$ cat src/rtl/multi_debounce.sv
// N-channel push-button/switch debouncer: 2-FF synchroniser, per-channel stability counter,
// debounced level plus one-cycle rise/fall pulses. Optional repeat pulses via `AUTOREPEAT_EN.
module multi_debounce #(
    parameter int unsigned N_CH       = 4,
    parameter int unsigned CNT_W      = 20,
    parameter int unsigned STABLE_CNT = 500000,
    parameter int unsigned RST_LEVEL  = 0,
    parameter int unsigned REP_DELAY  = 25000000,
    parameter int unsigned REP_PERIOD = 5000000
) (
    input  logic            clk,
    input  logic            rst_n,
    input  logic [N_CH-1:0] btn_in,
    output logic [N_CH-1:0] btn_lvl,
    output logic [N_CH-1:0] btn_rise,
    output logic [N_CH-1:0] btn_fall
);

    localparam logic [CNT_W-1:0] CNT_LAST = CNT_W'(STABLE_CNT - 1);
    localparam logic [N_CH-1:0]  RST_VEC  = {N_CH{1'(RST_LEVEL)}};

    logic [N_CH-1:0]  r_s1;
    logic [N_CH-1:0]  r_s2;
    logic [CNT_W-1:0] r_cnt [N_CH];
    logic [N_CH-1:0]  w_diff;
    logic [N_CH-1:0]  w_done;
    logic [N_CH-1:0]  w_rep_pulse;

    assign w_diff = r_s2 ^ btn_lvl;

    // A channel accepts its new level on the STABLE_CNT-th consecutive differing sample
    always_comb begin
        w_done = '0;
        for (int unsigned i = 0; i < N_CH; i++) begin
            w_done[i] = w_diff[i] && (r_cnt[i] == CNT_LAST);
        end
    end

    always_ff @(posedge clk or negedge rst_n) begin
        if (!rst_n) begin
            r_s1     <= RST_VEC;
            r_s2     <= RST_VEC;
            btn_lvl  <= RST_VEC;
            btn_rise <= '0;
            btn_fall <= '0;
            for (int unsigned i = 0; i < N_CH; i++) begin
                r_cnt[i] <= '0;
            end
        end else begin
            r_s1 <= btn_in;
            r_s2 <= r_s1;
            for (int unsigned i = 0; i < N_CH; i++) begin
                if (w_done[i]) begin
                    btn_lvl[i] <= r_s2[i];
                    r_cnt[i]   <= '0;
                end else if (w_diff[i]) begin
                    r_cnt[i] <= r_cnt[i] + CNT_W'(1);
                end else begin
                    r_cnt[i] <= '0;
                end
                btn_rise[i] <= (w_done[i] && r_s2[i]) || w_rep_pulse[i];
                btn_fall[i] <= w_done[i] && !r_s2[i];
            end
        end
    end

`ifdef AUTOREPEAT_EN
    localparam int unsigned      REP_MAX   = (REP_DELAY > REP_PERIOD) ? REP_DELAY : REP_PERIOD;
    localparam int unsigned      REP_W     = $clog2(REP_MAX + 1);
    localparam logic [REP_W-1:0] REP_FIRST = REP_W'(REP_DELAY - 1);
    localparam logic [REP_W-1:0] REP_NEXT  = REP_W'(REP_PERIOD - 1);

    logic [REP_W-1:0] r_rep [N_CH];
    logic [N_CH-1:0]  r_rep_first;

    // Repeat fires while held high; suppressed on the cycle a release is accepted
    always_comb begin
        w_rep_pulse = '0;
        for (int unsigned i = 0; i < N_CH; i++) begin
            w_rep_pulse[i] = btn_lvl[i] && !w_done[i] &&
                             (r_rep[i] == (r_rep_first[i] ? REP_FIRST : REP_NEXT));
        end
    end

    always_ff @(posedge clk or negedge rst_n) begin
        if (!rst_n) begin
            r_rep_first <= '1;
            for (int unsigned i = 0; i < N_CH; i++) begin
                r_rep[i] <= '0;
            end
        end else begin
            for (int unsigned i = 0; i < N_CH; i++) begin
                if (!btn_lvl[i] || w_done[i]) begin
                    r_rep[i]       <= '0;
                    r_rep_first[i] <= 1'b1;
                end else if (w_rep_pulse[i]) begin
                    r_rep[i]       <= '0;
                    r_rep_first[i] <= 1'b0;
                end else begin
                    r_rep[i] <= r_rep[i] + REP_W'(1);
                end
            end
        end
    end
`else
    localparam int unsigned unused_rep = REP_DELAY ^ REP_PERIOD;

    assign w_rep_pulse = '0;
`endif

endmodule
$ cat config.mk
export PLATFORM = sky130hd
export DESIGN_NAME = multi_debounce
export DESIGN_NICKNAME = d
export VERILOG_FILES = /design/src/rtl/multi_debounce.sv
export SDC_FILE = /design/constraint.sdc
export NUM_CORES = 1
export LEC_CHECK = 0
export CAP_MARGIN = 20
export CORE_ASPECT_RATIO = 0.8
export CORE_UTILIZATION = 40
export CTS_BUF_LIST = sky130_fd_sc_hd__clkbuf_8
export DETAILED_ROUTE_END_ITERATION = 6
export PLACE_DENSITY = 0.54
export SLEW_MARGIN = 20
export SYNTH_ARGS = -nofsm -noshare
export SYNTH_HDL_FRONTEND = slang
export SYNTH_SLANG_ARGS = --single-unit
$ cat constraint.sdc
create_clock -name clk -period 4.3 [get_ports clk]
set_clock_uncertainty 0.1 [all_clocks]
set_input_delay 0.645 -clock clk [delete_from_list [all_inputs] [get_ports clk]]
set_output_delay 0.645 -clock clk [all_outputs]
set_load 0.02 [all_outputs]
==> flow_summary.yaml <==
run_status:
  status: "finished, final reports clean"
timing:
  min_period_over_period_pct: 57.5
  relSlewSlack_pct: 46.8
  tightest_slew_ns: 0.798
  post-route-min-period_ns: 2.47
  clock.fmax_mhz: 404
  drv_slew: 0
  setup_viol: 0
  rsz0062_at_grt: "no"
  tns_ns: 0
  finalHoldViolCount: 0
power:
  irDropWorstVdd_mv: 0.147
  power.density_mw_per_mm2: 305
  power_mw: 1.58
  p_leak_nw: 2.04
cts:
  clk-insertion-delay-late_ns: 0.37
  cts_setup_buffers: 0
  htreeDepth: 3
  cts.sinks: 100
  cts_tree: "built"
  clk_transition_reported_paths_ns: 0.09
  cts-resized-gates: 0
  cts_made_buffers: 9
  clock-root-buffer: "clkbuf_8"
  holdBufCountCts: 0
  clock_path_buffers: 2
floorplanning:
  io_pins: 18
  coreArea_sq_mm: 0.0111
  start_util_pct: 42.0
  die_w_microns: 123
  fp.dieArea_sq_mm: 0.0121
  fp.dieH_microns: 98.6
  rows: 34
yosys:
  synth_seq_cells: 100
  synth_compound_area_share_pct: 4.13
  syn_inst: 466
  synth_area_leaders: "dfrtp_1, xnor2_1, nor2_1"
  avgSynthCellArea_sq_um: 10.0
  synthesis.nets: 476
  synthAdderAreaFrac_pct: 1.07
  muxShareOfSynthArea_pct: 0.804
  synth-simple-area-share_pct: 26.4
  synth_top_flop_cell: "dfrtp_1"
  yosysWarnings: 0
  synth_common_cells: "dfrtp_1, nor2_1, xnor2_1"
  netlist_area_sq_mm: 0.00467
  synth_cell_type_count: 36
  synth_xor_area_share_pct: 11.6
  synth_most_common_cell: "dfrtp_1"
  async_reset_ff_share_pct: 100
  synth.largest_area_cell: "dfrtp_1"
  synth-edff-count: 0
  yosysSeqAreaShare_pct: 53.6
  yosys.area.top_type_share_pct: 53.6
  synth_top_family_by_area: "simple AND/OR/NAND/NOR gates"
cells_and_area:
  regArea_sq_mm: 0.00250
  design_area_sq_mm: 0.00517
  drive_gt1_share_pct: 5.54
  area_delta_synth_final_pct: 10.8
  nets: 493
  multi_input_area_sq_mm: 0.00206
  antenna_cells: 0
  fill_cells: 1058
  final_util_pct: 46.6
drt:
  antenna_left: 0
  vias_per_cell: 5.28
  post_drt_wl_per_cell_microns: 13.9
  drcViolationCount: 0
  routed-via-count: 3331
  routed_wl_microns: 8780
  dr.pass1.iters: 4
  first_iter_violations: 165
worst_setup_path:
  cp.required_ns: 4.43
  worstSetupPathType: "register to register"
  critPathMaxFanout: 20
  start_kind: "register"
  rrSetupSlack_ns: 1.83
  cp.arrival_ns: 2.60
  reg2reg_to: "r_cnt[56]$_DFF_PN0_"
  r2r-start: "r_cnt[50]$_DFF_PN0_"
  reg2reg_depth: 4
  cp-end-kind: "register"
  critPathCapture: "r_cnt[56]$_DFF_PN0_"
  cp-startpoint: "r_cnt[50]$_DFF_PN0_"
grt:
  grt_pass1_vias: 3330
  grt_pass1_wl_microns: 15800
  grt_util_all_layers_pct: 16.3
  antenna_found_initial: 0
  grt_max_degree: 63
  grt.overflow.total: 0
job:
  drv_cap: 0
placement:
  port_buffers: 17
  gp_congestion: 0.783
  placedInstanceArea_sq_mm: 0.00499
  hpwl_microns: 5800
worst_hold_path:
  hold_path.class: "primary input to asynchronous set/reset pin"
[report_power, final]
group	switching (mW)	internal, mW
registers	0.0140	0.952
logic	0.0393	0.0169
clock network	0.320	0.237
[through the flow]
| stage | setup WS (ns) | hold WS [ns] | std cells |
|---|---|---|---|
| after global placement | 1.89 | 0.235 | 616 |
| after CTS | 1.81 | 0.259 | 631 |
| after floorplan | 2.05 | 0.231 | 466 |
| final | 1.83 | 0.240 | 631 |
| after detailed placement | 1.83 | 0.238 | 616 |
| after global routing | 1.59 | 0.277 | 631 |
[layout by cell type (no fill, tap or decap), types with 4 or more instances in the layout]
cell type        synthesis  final
dfrtp_1                100    100
nor2_1                  77     77
xnor2_1                 37     37
nand4_1                 32     32
nand3_1                 27     27
xor2_1                  25     25
nand2_1                 21     21
nor4_1                  18     18
inv_1                   15     16
clkdlybuf4s50_1          0     16
a21oi_1                 13     13
nor3_1                  13     13
or3_1                   11     11
clkbuf_8                 0     11
or4_1                   10     10
o21ai_0                 10     10
and4_1                   6      6
ha_1                     4      4
buf_4                    0      4
[area by class of cell]
cell class,instances,share of cell area [%]
timing repair buffer,20,3.68
tap,144,3.48
clock buffer,11,2.93
clock inverter,4,0.508
multi-input combinational,337,39.9
sequential,100,48.4
inverter,15,1.09
[routing by layer]
| layer | wire length, microns | up-vias | GRT usage (%) |
|---|---|---|---|
| met4 | 90 | 0 | 4.22 |
| met2 | 3820 | 39 | 24.6 |
| met5 | 0 | - | 0 |
| li1 | - | 1680 | - |
| met1 | 4570 | 1603 | 23.0 |
| met3 | 300 | 9 | 4.57 |
[state kept, by name (all words and copies together) (netlist names)]
name and count:
r_cnt 80, btn_fall 4, btn_rise 4, r_s1 4, r_s2 4, btn_lvl 4
[cells by family after synthesis]
logic type / Yosys count
mux: 3
fa+ha+maj: 4
xor+xnor: 62
simple gates: 235
buf+inv: 29
flops: 100
compound gates: 33
[worst max-delay path, cell delays in order, from the launching register on]
cell     delay [ns]
dfrtp_1        0.45
or4b_2         0.68
nor4_1         0.38
a21o_1         0.61
nor2_1         0.11
[worst min path at each step]
| stage | start | to | slack [ns] | cells past startpoint |
|---|---|---|---|---|
| floorplan | r_s1[0]$_DFF_PN0_ | r_s2[0]$_DFF_PN0_ | 0.23 | 0 |
| global placement | r_s1[3]$_DFF_PN0_ | r_s2[3]$_DFF_PN0_ | 0.23 | 0 |
| detailed placement | r_s1[2]$_DFF_PN0_ | r_s2[2]$_DFF_PN0_ | 0.24 | 0 |
| CTS | r_s1[0]$_DFF_PN0_ | r_s2[0]$_DFF_PN0_ | 0.26 | 0 |
| global route | r_s1[0]$_DFF_PN0_ | r_s2[0]$_DFF_PN0_ | 0.28 | 0 |
| finish | rst_n | r_cnt[57]$_DFF_PN0_ | 0.24 | 1 |
(Power assumes the default switching activity.)
